--- src/rtl/card_shoe_if.sv ---
// card_shoe_if -- request/response bundle between the blackjack game FSM and
// the card shoe.
//   master (game side): drives i_req, i_shuffle, i_entropy; observes the rest.
//   slave  (shoe side): observes the requests; drives o_ready, o_card_valid,
//                       o_rank[3:0], o_suit[1:0], o_remaining[5:0], o_reshuffled.
interface card_shoe_if;
    logic       i_req;
    logic       i_shuffle;
    logic       i_entropy;
    logic       o_ready;
    logic       o_card_valid;
    logic [3:0] o_rank;
    logic [1:0] o_suit;
    logic [5:0] o_remaining;
    logic       o_reshuffled;

    modport master (
        output i_req, i_shuffle, i_entropy,
        input  o_ready, o_card_valid, o_rank, o_suit, o_remaining, o_reshuffled
    );

    modport slave (
        input  i_req, i_shuffle, i_entropy,
        output o_ready, o_card_valid, o_rank, o_suit, o_remaining, o_reshuffled
    );
endinterface

--- src/rtl/card_shoe.sv ---
// card_shoe -- randomised 52-card shoe feeding the blackjack hand controllers.
// A free-running 16-bit Galois LFSR picks the start index of each draw; a
// rising edge on the deal-button strobe folds a free-running cycle counter into
// the LFSR for entropy.
// Ports:
//   i_clk    rising-edge clock
//   i_reset  asynchronous, active-high reset
//   shoe     card_shoe_if.slave: i_req / i_shuffle / i_entropy in;
//            o_ready, o_card_valid, o_rank (1..13), o_suit (0..3),
//            o_remaining (0..52), o_reshuffled out
// Build option:
//   CARD_SHOE_TRACK_EN defined   -> dealt-card bitmap, linear search for the
//                                   next free card, auto-reshuffle when empty.
//   CARD_SHOE_TRACK_EN undefined -> infinite shoe: every draw takes the LFSR
//                                   start card, o_remaining stays 52.
module card_shoe #(
    parameter logic [15:0] LFSR_SEED = 16'hACE1
) (
    input logic        i_clk,
    input logic        i_reset,
    card_shoe_if.slave shoe
);
    localparam logic [15:0] LFSR_TAPS = 16'hB400;
    localparam logic [5:0]  DECK      = 6'd52;

    typedef enum logic [1:0] {
        S_IDLE,
        S_CLEAR,
        S_SEARCH,
        S_PRESENT
    } state_t;

    state_t      state_q, state_d;
    logic [15:0] lfsr_q, lfsr_d;
    logic [15:0] cnt_q, cnt_d;
    logic        ent_q;
    logic [3:0]  srank_q, srank_d;  // rank/suit of the index under search
    logic [1:0]  ssuit_q, ssuit_d;
    logic [3:0]  rank_q, rank_d;    // presented card, held between pulses
    logic [1:0]  suit_q, suit_d;
`ifdef CARD_SHOE_TRACK_EN
    logic [5:0]  idx_q, idx_d;
    logic [5:0]  rem_q, rem_d;
    logic [51:0] dealt_q, dealt_d;
    logic        auto_q, auto_d;
`endif

    logic [5:0]  start_idx;
    logic [5:0]  start_base;
    logic [1:0]  start_suit;
    logic [3:0]  start_rank;
    logic [15:0] lfsr_step;
    logic [15:0] lfsr_mix;
    logic        load_start;

    // Start card from LFSR[5:0]; suit/rank found by range compares so the
    // search path never needs a divider.
    always_comb begin
        start_idx = (lfsr_q[5:0] < DECK) ? lfsr_q[5:0] : lfsr_q[5:0] - DECK;
        if (start_idx >= 6'd39) begin
            start_suit = 2'd3;
            start_base = 6'd39;
        end else if (start_idx >= 6'd26) begin
            start_suit = 2'd2;
            start_base = 6'd26;
        end else if (start_idx >= 6'd13) begin
            start_suit = 2'd1;
            start_base = 6'd13;
        end else begin
            start_suit = 2'd0;
            start_base = 6'd0;
        end
        start_rank = 4'(start_idx - start_base + 6'd1);
    end

    always_comb begin
        state_d    = state_q;
        srank_d    = srank_q;
        ssuit_d    = ssuit_q;
        rank_d     = rank_q;
        suit_d     = suit_q;
        load_start = 1'b0;
`ifdef CARD_SHOE_TRACK_EN
        idx_d      = idx_q;
        rem_d      = rem_q;
        dealt_d    = dealt_q;
        auto_d     = auto_q;
`endif
        cnt_d      = cnt_q + 16'd1;
        lfsr_step  = {1'b0, lfsr_q[15:1]} ^ (lfsr_q[0] ? LFSR_TAPS : '0);
        lfsr_mix   = lfsr_q ^ cnt_q;
        // A reseed replaces the normal advance in that cycle.
        if (shoe.i_entropy && !ent_q) begin
            lfsr_d = (lfsr_mix == '0) ? LFSR_SEED : lfsr_mix;
        end else begin
            lfsr_d = lfsr_step;
        end

        case (state_q)
            S_IDLE: begin
                if (shoe.i_shuffle) begin
                    state_d = S_CLEAR;
`ifdef CARD_SHOE_TRACK_EN
                    auto_d  = 1'b0;
`endif
                end else if (shoe.i_req) begin
                    state_d    = S_SEARCH;
                    load_start = 1'b1;
`ifdef CARD_SHOE_TRACK_EN
                    // Empty shoe: refill first, start index is taken in CLEAR.
                    if (rem_q == '0) begin
                        state_d = S_CLEAR;
                        auto_d  = 1'b1;
                    end
`endif
                end
            end
            S_CLEAR: begin
                state_d = S_IDLE;
`ifdef CARD_SHOE_TRACK_EN
                dealt_d = '0;
                rem_d   = DECK;
                auto_d  = 1'b0;
                if (auto_q) begin
                    state_d    = S_SEARCH;
                    load_start = 1'b1;
                end
`endif
            end
            S_SEARCH: begin
`ifdef CARD_SHOE_TRACK_EN
                if (dealt_q[idx_q]) begin
                    if (idx_q == DECK - 6'd1) begin
                        idx_d   = '0;
                        srank_d = 4'd1;
                        ssuit_d = 2'd0;
                    end else begin
                        idx_d = idx_q + 6'd1;
                        if (srank_q == 4'd13) begin
                            srank_d = 4'd1;
                            ssuit_d = ssuit_q + 2'd1;
                        end else begin
                            srank_d = srank_q + 4'd1;
                        end
                    end
                end else begin
                    dealt_d = dealt_q | (52'd1 << idx_q);
                    rem_d   = rem_q - 6'd1;
                    rank_d  = srank_q;
                    suit_d  = ssuit_q;
                    state_d = S_PRESENT;
                end
`else
                rank_d  = srank_q;
                suit_d  = ssuit_q;
                state_d = S_PRESENT;
`endif
            end
            S_PRESENT: state_d = S_IDLE;
            default:   state_d = S_IDLE;
        endcase

        if (load_start) begin
            srank_d = start_rank;
            ssuit_d = start_suit;
`ifdef CARD_SHOE_TRACK_EN
            idx_d   = start_idx;
`endif
        end
    end

    always_ff @(posedge i_clk or posedge i_reset) begin
        if (i_reset) begin
            state_q <= S_IDLE;
            lfsr_q  <= LFSR_SEED;
            cnt_q   <= '0;
            ent_q   <= 1'b0;
            srank_q <= '0;
            ssuit_q <= '0;
            rank_q  <= '0;
            suit_q  <= '0;
`ifdef CARD_SHOE_TRACK_EN
            idx_q   <= '0;
            rem_q   <= DECK;
            dealt_q <= '0;
            auto_q  <= 1'b0;
`endif
        end else begin
            state_q <= state_d;
            lfsr_q  <= lfsr_d;
            cnt_q   <= cnt_d;
            ent_q   <= shoe.i_entropy;
            srank_q <= srank_d;
            ssuit_q <= ssuit_d;
            rank_q  <= rank_d;
            suit_q  <= suit_d;
`ifdef CARD_SHOE_TRACK_EN
            idx_q   <= idx_d;
            rem_q   <= rem_d;
            dealt_q <= dealt_d;
            auto_q  <= auto_d;
`endif
        end
    end

    assign shoe.o_ready      = (state_q == S_IDLE);
    assign shoe.o_card_valid = (state_q == S_PRESENT);
    assign shoe.o_reshuffled = (state_q == S_CLEAR);
    assign shoe.o_rank       = rank_q;
    assign shoe.o_suit       = suit_q;
`ifdef CARD_SHOE_TRACK_EN
    assign shoe.o_remaining  = rem_q;
`else
    assign shoe.o_remaining  = DECK;
`endif
endmodule

--- src/flat_wrapper.sv ---
// flat-port wrapper written by rule: the top's interface ports become plain ports
module card_shoe_flat 
#(
    parameter logic [15:0] LFSR_SEED = 16'hACE1
)
  (i_clk, i_reset, shoe_i_req, shoe_i_shuffle, shoe_i_entropy, shoe_o_ready, shoe_o_card_valid, shoe_o_rank, shoe_o_suit, shoe_o_remaining, shoe_o_reshuffled);
  card_shoe_if shoe_i ();
  input logic i_clk;
  input logic i_reset;
  input wire logic [$bits(shoe_i.i_req)-1:0] shoe_i_req;
  input wire logic [$bits(shoe_i.i_shuffle)-1:0] shoe_i_shuffle;
  input wire logic [$bits(shoe_i.i_entropy)-1:0] shoe_i_entropy;
  output wire logic [$bits(shoe_i.o_ready)-1:0] shoe_o_ready;
  output wire logic [$bits(shoe_i.o_card_valid)-1:0] shoe_o_card_valid;
  output wire logic [$bits(shoe_i.o_rank)-1:0] shoe_o_rank;
  output wire logic [$bits(shoe_i.o_suit)-1:0] shoe_o_suit;
  output wire logic [$bits(shoe_i.o_remaining)-1:0] shoe_o_remaining;
  output wire logic [$bits(shoe_i.o_reshuffled)-1:0] shoe_o_reshuffled;
  assign shoe_i.i_req = shoe_i_req;
  assign shoe_i.i_shuffle = shoe_i_shuffle;
  assign shoe_i.i_entropy = shoe_i_entropy;
  assign shoe_o_ready = shoe_i.o_ready;
  assign shoe_o_card_valid = shoe_i.o_card_valid;
  assign shoe_o_rank = shoe_i.o_rank;
  assign shoe_o_suit = shoe_i.o_suit;
  assign shoe_o_remaining = shoe_i.o_remaining;
  assign shoe_o_reshuffled = shoe_i.o_reshuffled;
  card_shoe #(.LFSR_SEED(LFSR_SEED)) u_core (.i_clk(i_clk), .i_reset(i_reset), .shoe(shoe_i));
endmodule
--- config.mk ---
export PLATFORM = sky130hd
export DESIGN_NAME = card_shoe_flat
export DESIGN_NICKNAME = d
export VERILOG_FILES = /design/src/rtl/card_shoe_if.sv /design/src/rtl/card_shoe.sv /design/src/flat_wrapper.sv
export SDC_FILE = /design/constraint.sdc
export NUM_CORES = 1
export LEC_CHECK = 0
export CAP_MARGIN = 20
export CORE_ASPECT_RATIO = 0.7
export CORE_MARGIN = 5
export CORE_UTILIZATION = 60
export CTS_CLUSTER_SIZE = 16
export DETAILED_ROUTE_END_ITERATION = 10
export GPL_TIMING_DRIVEN = 0
export HOLD_SLACK_MARGIN = 0.12
export PLACE_DENSITY = 0.87
export SETUP_SLACK_MARGIN = 0.4
export SYNTH_ARGS = -nofsm -noshare
export SYNTH_HDL_FRONTEND = slang
export SYNTH_SLANG_ARGS = --single-unit
--- constraint.sdc ---
create_clock -name i_clk -period 9.1 [get_ports i_clk]
set_input_delay 1.365 -clock i_clk [delete_from_list [all_inputs] [get_ports i_clk]]
set_output_delay 1.365 -clock i_clk [all_outputs]
set_load 0.05 [all_outputs]
======== After elaboration in Yosys (flattened, before gate mapping) ========
Cells that the tools add are included.
operators by class
  add/sub/neg operators ................... 4
  multipliers ............................. 0
  divide/modulo/power cells ............... 0
  order comparisons ....................... 4
  equal/unequal tests ..................... 4
  shift-type cells ........................ 0
  multiplexer cells ....................... 16
  bitwise gates (word level) .............. 2
  reductions and logical operators ........ 5
operator list
  cell                                                 number
  2-to-1 mux 16 bit                                    3
  adder 16 x 1 -> 16 bit, second input constant        1
  logical NOT 16 bit                                   1
  XOR 15 x 16 -> 16 bit                                1
  XOR 16 bit                                           1
  2-to-1 mux 4 bit                                     3
  2-to-1 mux 2 bit                                     4
  >= comparator 6 x 4 -> 1 bit, second input constant  1
  >= comparator 6 x 5 -> 1 bit, second input constant  1
  >= comparator 6 bit, second input constant           1
  < comparator 6 bit, second input constant            1
  2-to-1 mux 6 bit                                     1
  one-hot mux 2 bit (3 select lines)                   1
  subtractor 6 bit, second input constant              1
  adder 4 x 1 -> 4 bit, second input constant          1
  == test 2 bit, second input constant                 2
  2-to-1 mux 1 bit                                     4
  subtractor 4 bit                                     1
  inequality test 3 bit, second input constant         1
  == test 2 x 1 -> 1 bit, second input constant        1
  logical NOT 2 bit                                    1
  OR reduction 2 bit                                   1
  logical AND 1 bit                                    1
  logical NOT 1 bit                                    1
word-level totals
  register bits ........................... 47
  bits in latches ......................... 0
  memory bits (writable) .................. 0
  ROM bits ................................ 0
  input port bits ......................... 5
  logic and storage cells ................. 43
  memories kept ........................... 0

======== Depth between registers and ports, before layout ========
Gate-level depths: netlist (run 1).
  depth after elaboration ................. 8
  mapped depth ............................ 14
  depth with buffers taken out ............ 13

======== Least setup slack after synthesis (run 1) ========
No wires, ideal clock.
  path kind ............................... register to register
  start point ............................. register u_core.lfsr_q[2]
  end point ............................... register u_core.srank_q[3]
  library setup time ...................... 70 ps
  data arrival time ....................... 2810 ps
  data required time ...................... 9030 ps
  slack ................................... 6220 ps
  stages on the path, launching flop included .. 14
  path through ............................ dfrtp_1 > buf_6 > inv_1 > ha_1 > nand2b_1 > o22ai_1 > a21oi_1 > a31oi_1 > ha_1 > fa_1 > xnor2_1 > xnor2_1 > or4_1 > nand3_1
on the way
  word-level cells in the longest chain between the ends .. 8
  elaborated cells on any way between the ends .. 11
  classes of those cells .................. 3 x add/sub; 4 x order compare; 4 x mux
RTL lines
  item                                                    line              source
  from (decl)                                             card_shoe.sv:34   logic [15:0] lfsr_q, lfsr_d;
  from (signal assigned)                                  card_shoe.sv:190  lfsr_q <= lfsr_d;
  subtractor 6 bit or < comparator 6 bit (tied branches)  card_shoe.sv:59   start_idx = (lfsr_q[5:0] < DECK) ? lfsr_q[5:0] : lfsr_q[5:0] - DECK;
  2-to-1 mux 6 bit *                                      card_shoe.sv:59
  >= comparator 6 x 4 -> 1 bit                            card_shoe.sv:66   end else if (start_idx >= 6'd13) begin
  2-to-1 mux 4 bit                                        card_shoe.sv:66
  2-to-1 mux 4 bit                                        card_shoe.sv:63   end else if (start_idx >= 6'd26) begin
  2-to-1 mux 4 bit                                        card_shoe.sv:60   if (start_idx >= 6'd39) begin
  subtractor 4 bit *                                      card_shoe.sv:73   start_rank = 4'(start_idx - start_base + 6'd1);
  adder 4 x 1 -> 4 bit *                                  card_shoe.sv:73
  to (signal assigned)                                    card_shoe.sv:193  srank_q <= srank_d;
  to (decl)                                               card_shoe.sv:37   logic [3:0] srank_q, srank_d;
Mark *: on every way between the ends. The rest lies on a longest branch, timed or not.
A chain may end at the register's enable or synchronous reset.

======== Final worst setup path (run 1) ========
Ends and elaborated chain as after synthesis.

==> impl_metrics.yaml, run 1 <==
run_status:
  status: "finished, final reports clean"
sta:
  setup_viol: 0
  fin_tns_setup_ns: 0
  fmax_ghz: 0.308
  period_needed_ns: 3.25
  slew-limit-headroom_pct: 52.6
  worstMarginPinSlew_ns: 0.702
  rsz0062_at_grt: "no"
  drv_slew: 0
  hold_violations: 0
  fin_crit_sh_pct: 35.7
  fin_skew_ns: 0.00817
clock_network:
  holdBufCountCts: 0
  clkLatencyLatePin_ns: 0.30
  cts_setup_buffers: 0
  cts_tree: "done"
  root_buffer: "clkbuf_8"
  cts-buffers-inserted: 5
  clockBufferDepth: 2
  ctsResizeCount: 0
  clock-sinks: 47
  clkTransAtPathRegs_ns: 0.09
  cts.htree.levels: 2
power:
  internal_power_uw: 462
  power.total_uw: 766
  p_clk_share_pct: 15.9
  swShare_pct: 39.7
  pwr-share-comb_pct: 43.9
  power.switching_uw: 304
  powerDensity_mw_per_mm2: 285
  share_seq_of_total_power_pct: 40.2
  peakVddDrop_mv: 0.234
  p_leak_nw: 1.21
run:
  cap_viol_max_count: 0
finish:
  nFillCells: 289
  layout_commonest_cell: "dfrtp_1"
  layout-drive-gt1-share_pct: 12.7
  layout_common_cells: "39 x dfrtp_1, 29 x nand2_1, 27 x xnor2_1, 13 x nor2_1, 13 x clkdlybuf4s50_1"
  nets: 262
  num_antenna_cells: 0
  syn_to_final_growth_pct: 13.5
floorplan:
  rows: 19
  core-area_mm2: 0.00387
  io_pins: 20
  start_util_pct: 61.2
  die_h_um: 62.6
  die_area_mm2: 0.00533
  dieWidth_um: 85.1
synth:
  synth_cell_types: 39
  synth_edf_count: 0
  synth-seq-cells: 47
  syn_avg_cell_area_um2: 10.5
  ys_warn_count: 0
  ys_dominant_reg_cell: "dfrtp_1"
  synthArstFlopShare_pct: 100
  synthTopCellsByArea: "dfrtp_1 41%, xnor2_1 10%, dfstp_2 8.9%"
  synth_top_area_cell: "dfrtp_1"
  synthCells: 225
  synth_seq_area_share_pct: 50.1
  mappedNetlistArea_mm2: 0.00237
  yosysTopAreaCellShare_pct: 41.2
place:
  finalWeightedCongestion: 0.846
  dpl.hpwl_mm: 3.31
  port_buffers: 13
route:
  routed_via_density: 5.36
  drc_errors: 0
  num_vias: 1624
  first_iter_violations: 141
  wl_mm: 4.38
  ant_nets: 0
  firstDrtPassIters: 5
  wl_per_cell_um: 14.4
critical_path:
  critPathLaunchType: "flop"
  arrival_ns: 3.47
  end_kind: "flop"
  path_max_fanout: 7
  crit_type: "flop to flop"
  worstPathRequired_ns: 9.33
hold_path:
  hold_class: "flop to flop"
global_route:
  grt_pass1_wl_mm: 7.58
  grt_overflow: 0
  antenna_found_initial: 0
  grt_pass1_vias: 1563
  grt_use_total_pct: 17.9
  grt_max_degree: 39
-- cell families (layout without fill, tap and decap cells) --
group	count (synthesis)	in the layout	synth area share (%)
and+or+nand+nor	74	74	15.3
AOI/OAI and AO/OA	30	30	8.08
xor gates and xnor gates	37	37	13.7
adders and majority gates	7	7	4.01
muxes	6	6	2.85
buffers and inverters	22	44	5.70
DFF	47	47	50.1
other	2	6	0.317
-- sequential cells by signal, indices dropped and copies added (netlist names) --
| name | count |
|---|---|
| u_core.cnt_q | 16 |
| u_core.lfsr_q | 16 |
| u_core.shoe.o_rank | 4 |
| u_core.srank_q | 4 |
| u_core.shoe.o_suit | 2 |
| u_core.ssuit_q | 2 |
| u_core.state_q | 2 |
| u_core.ent_q | 1 |
-- per-layer routing --
metal  global-route usage, %  share of wire (%)  routed length, um  vias to the layer above
met4                    4.94                1.3                 56                        0
met2                    24.8                 44               1910                       34
met5                       0                  0                  0                        -
met3                    4.35                4.9                216                        6
li1                        -                  -                  -                      799
met1                    27.7                 50               2190                      785
-- cells in the mapped netlist (3+ instances only) --
cell type / instances
dfrtp_1: 39
nand2_1: 29
xnor2_1: 27
nor2_1: 13
nand3_1: 10
o21ai_1: 10
xor2_1: 10
a31oi_1: 8
dfstp_2: 8
inv_1: 8
buf_4: 6
ha_1: 6
mux2_1: 6
buf_6: 4
clkbuf_1: 4
nand4_1: 4
nand2b_1: 3
-- worst max-delay path, stage by stage, from the launching register on --
cell and delay, ns:
dfrtp_1 0.38, buf_6 0.13, inv_1 0.11, ha_1 0.20
nand2b_1 0.19, o22ai_1 0.10, a21oi_1 0.28, a31oi_1 0.15
ha_1 0.25, ha_1 0.20, fa_1 0.38, xnor2_1 0.20
xnor2_1 0.12, or4_1 0.40, nand3_1 0.09
-- through the flow --
step | cell area [um2] | hold slack [ns] | setup slack (ns) | util, % | std cells
after floorplan | 2380 | 0.439 | 6.22 | - | 229
after global placement | 2580 | 0.452 | 5.73 | 66.6 | 294
after detailed placement | 2600 | 0.458 | 5.95 | 67.1 | 295
after CTS | 2690 | 0.478 | 5.91 | 69.4 | 303
after global routing | 2690 | 0.508 | 5.66 | 69.4 | 303
final | 2690 | 0.474 | 5.85 | 69.4 | 303
-- area by class of cell --
cell class	instances	area [um2]	area share, %
Sequential cell	47	1190	44.1
Multi-Input combinational cell	160	1060	39.6
Timing Repair Buffer	14	150	5.58
Buffer	14	105	3.91
Clock buffer	5	68.8	2.56
Tap cell	52	65.1	2.42
Inverter	8	30.0	1.12
Clock inverter	3	20.0	0.745
-- power groups by stage --
stage               sequential, mW  clock (mW)  combinational, mW
floorplan                    0.345           0              0.216
global placement             0.308           0              0.322
global route                 0.315       0.138              0.367
finish                       0.308       0.122              0.336
CTS                          0.309       0.126              0.337
detailed placement           0.312           0              0.335
-- final timing paths --
| check | from | to | slack, ns | depth (start not counted) |
|---|---|---|---|---|
| setup / recovery | u_core.lfsr_q[2]$_DFF_PP0_ | u_core.srank_q[3]$_DFFE_PP0P_ | 5.85 | 14 |
| min in group asynchronous | i_reset | u_core.shoe.o_rank[0]$_DFFE_PP0P_ | 1.30 | 2 |
| hold reg to reg | u_core.srank_q[3]$_DFFE_PP0P_ | u_core.srank_q[3]$_DFFE_PP0P_ | 0.47 | 2 |
| max in group asynchronous | i_reset | u_core.lfsr_q[0]$_DFF_PP1_ | 7.26 | 3 |
| hold / removal | u_core.srank_q[3]$_DFFE_PP0P_ | u_core.srank_q[3]$_DFFE_PP0P_ | 0.47 | 2 |
| setup reg to reg | u_core.lfsr_q[2]$_DFF_PP0_ | u_core.srank_q[3]$_DFFE_PP0P_ | 5.85 | 14 |
Note: power is estimated with default switching activity, not from simulation.
==> run 2: changes to the inputs <==
CORE_UTILIZATION = 57   (was 60)
PLACE_DENSITY = 0.84   (was 0.87)
clock period = 3.08 ns   (was 9.1 ns; I/O delays follow)
==> run 2 against run 1 <==
Maximum frequency grew 13%. Design area grew 3.8%. Non-clock buffer count grew 4. Clock power grew to 3.1 times the previous value. Clock skew grew 0.0014 ns. Global-route usage grew 0.57 points. Worst setup slack lost 5.7 ns. Routed wire length grew 5.2%. Highest routed layer unchanged.
==> impl_metrics.yaml, run 2 (same netlist as run 1, synthesis figures left out) <==
run_status:
  status: "finished, final reports clean"
clock_network:
  clkLatencyLatePin_ns: 0.31
  holdBufCountCts: 0
  clockBufferDepth: 2
  clkTransAtPathRegs_ns: 0.09
  root_buffer: "clkbuf_8"
  cts_tree: "done"
  clock-sinks: 47
  cts.htree.levels: 2
  cts-buffers-inserted: 5
route:
  wl_mm: 4.60
  drc_errors: 0
  first_iter_violations: 82
  wl_per_cell_um: 15.0
  num_vias: 1638
  routed_via_density: 5.34
  firstDrtPassIters: 5
  ant_nets: 0
sta:
  fmax_ghz: 0.347
  fin_skew_ns: 0.00955
  fin_crit_sh_pct: 93.6
  worstMarginPinSlew_ns: 0.778
  fin_tns_setup_ns: 0
  period_needed_ns: 2.88
  slew-limit-headroom_pct: 47.4
  rsz0062_at_grt: "yes"
  layout_setup_ws_ns: 0.197
  setup_viol: 0
  drv_slew: 0
  hold_violations: 0
critical_path:
  critical_path.max_stage_delay_ns: 0.43
  end_kind: "flop"
  worstPathRequired_ns: 3.33
  arrival_ns: 3.13
  cp_common_cell: "ha_4"
  cpMaxStageDelayCell: "or4_1"
  critPathLaunchType: "flop"
  cp_cell_sequence: "buf_6 > inv_4 > ha_4 > o31ai_2 > a31oi_2 > ha_2 > ha_4 > fa_2 > xnor2_2 > xnor2_1 > or4_1 > nand3_1"
  path_max_fanout: 5
  crit_type: "flop to flop"
floorplan:
  dieWidth_um: 87.1
  core-area_mm2: 0.00397
  die_h_um: 63.9
  rows: 19
  start_util_pct: 59.7
  die_area_mm2: 0.00557
  io_pins: 20
finish:
  layout-drive-gt1-share_pct: 18.8
  layout_common_cells: "39 x dfrtp_1, 28 x nand2_1, 26 x xnor2_1, 13 x nor2_1, 13 x clkdlybuf4s50_1"
  num_antenna_cells: 0
  nets: 266
  syn_to_final_growth_pct: 17.8
  reg_top3: "u_core.cnt_q (16), u_core.lfsr_q (16)"
  regArea_mm2: 0.00119
  layout_commonest_cell: "dfrtp_1"
  nFillCells: 297
  multi_input_area_mm2: 0.00113
run:
  cap_viol_max_count: 0
global_route:
  grt_max_degree: 37
  grt_pass1_vias: 1635
  grt_use_total_pct: 18.5
  antenna_found_initial: 0
  grt_pass1_wl_mm: 7.97
  grt_overflow: 0
place:
  port_buffers: 13
  post-place-ws_ns: 0.161
  finalWeightedCongestion: 0.829
  dpl.hpwl_mm: 3.28
hold_path:
  hold_class: "primary input to async pin"
power:
  p_leak_nw: 1.23
  powerDensity_mw_per_mm2: 864
  peakVddDrop_mv: 0.541
==> run 2: changes by cell type in the layout (fill, tap and decap cells not counted), moves of 2 or more <==
cell / change
ha_4: +2
ha_1: -3
buf_4: +4
inv_1: -2
==> run 2: timing repair <==
action | CTS | global route
buffers inserted | 4 | 0
resized for setup | 3 | 0
endpoints found under the setup margin | 1 | 1
cloned | 0 | 0
pin swaps | 3 | 0
==> run 2: worst max-delay path, delay by kind of cell (launching register included) <==
| kind | cells | cell delay (ns) |
|---|---|---|
| AND/OR/NAND/NOR | 2 | 0.52 |
| buffers and inverters | 2 | 0.20 |
| adder cells (fa/ha/maj) | 4 | 0.99 |
| XOR/XNOR | 2 | 0.28 |
| AO/OA/AOI/OAI | 2 | 0.46 |
| flip-flops | 1 | 0.38 |
==> run 2: report_power, final <==
| group | leakage, nW | total, mW | switching [mW] | internal, mW |
|---|---|---|---|---|
| sequential | 0.576 | 0.918 | 0.120 | 0.798 |
| clock | 0.0402 | 0.379 | 0.221 | 0.158 |
| combinational | 0.617 | 1.11 | 0.631 | 0.483 |
==> run 2: through the flow <==
| step | hold slack [ns] | std cells | power, mW | utilization [%] | area (um2) |
|---|---|---|---|---|---|
| global placement | 0.456 | 294 | 1.94 | 66.4 | 2640 |
| CTS | 0.415 | 307 | 2.41 | 70.3 | 2790 |
| floorplan | 0.438 | 229 | 1.73 | - | 2440 |
| detailed placement | 0.461 | 295 | 1.98 | 66.9 | 2660 |
| finish | 0.406 | 307 | 2.41 | 70.3 | 2790 |
| global route | 0.412 | 307 | 2.57 | 70.3 | 2790 |
==> run 2: final cells by class <==
class	count	share of cell area (%)
Tap cell	52	2.33
Timing Repair Buffer	18	6.45
Multi-Input combinational cell	160	40.6
Sequential cell	47	42.5
Clock inverter	3	0.717
Buffer	14	3.77
Inverter	8	1.17
Clock buffer	5	2.47
==> run 2: layer usage <==
layer | vias up | wire length [um] | GRT usage (%)
li1 | 802 | - | -
met1 | 790 | 2360 | 27.2
met2 | 42 | 1930 | 26.5
met3 | 4 | 290 | 5.39
met4 | 0 | 27 | 5.25
met5 | - | 0 | 0
==> run 2: final timing paths <==
path,startpoint,end,slack (ns),depth (start not counted)
hold reg to reg,u_core.srank_q[2]$_DFFE_PP0P_,u_core.srank_q[2]$_DFFE_PP0P_,0.48,2
hold / removal,i_reset,u_core.cnt_q[12]$_DFF_PP0_,0.41,2
max in group asynchronous,i_reset,u_core.lfsr_q[6]$_DFF_PP1_,2.13,3
setup reg to reg,u_core.lfsr_q[2]$_DFF_PP0_,u_core.srank_q[3]$_DFFE_PP0P_,0.20,12
setup / recovery,u_core.lfsr_q[2]$_DFF_PP0_,u_core.srank_q[3]$_DFFE_PP0P_,0.20,12
min in group i_clk,u_core.srank_q[2]$_DFFE_PP0P_,u_core.srank_q[2]$_DFFE_PP0P_,0.48,2
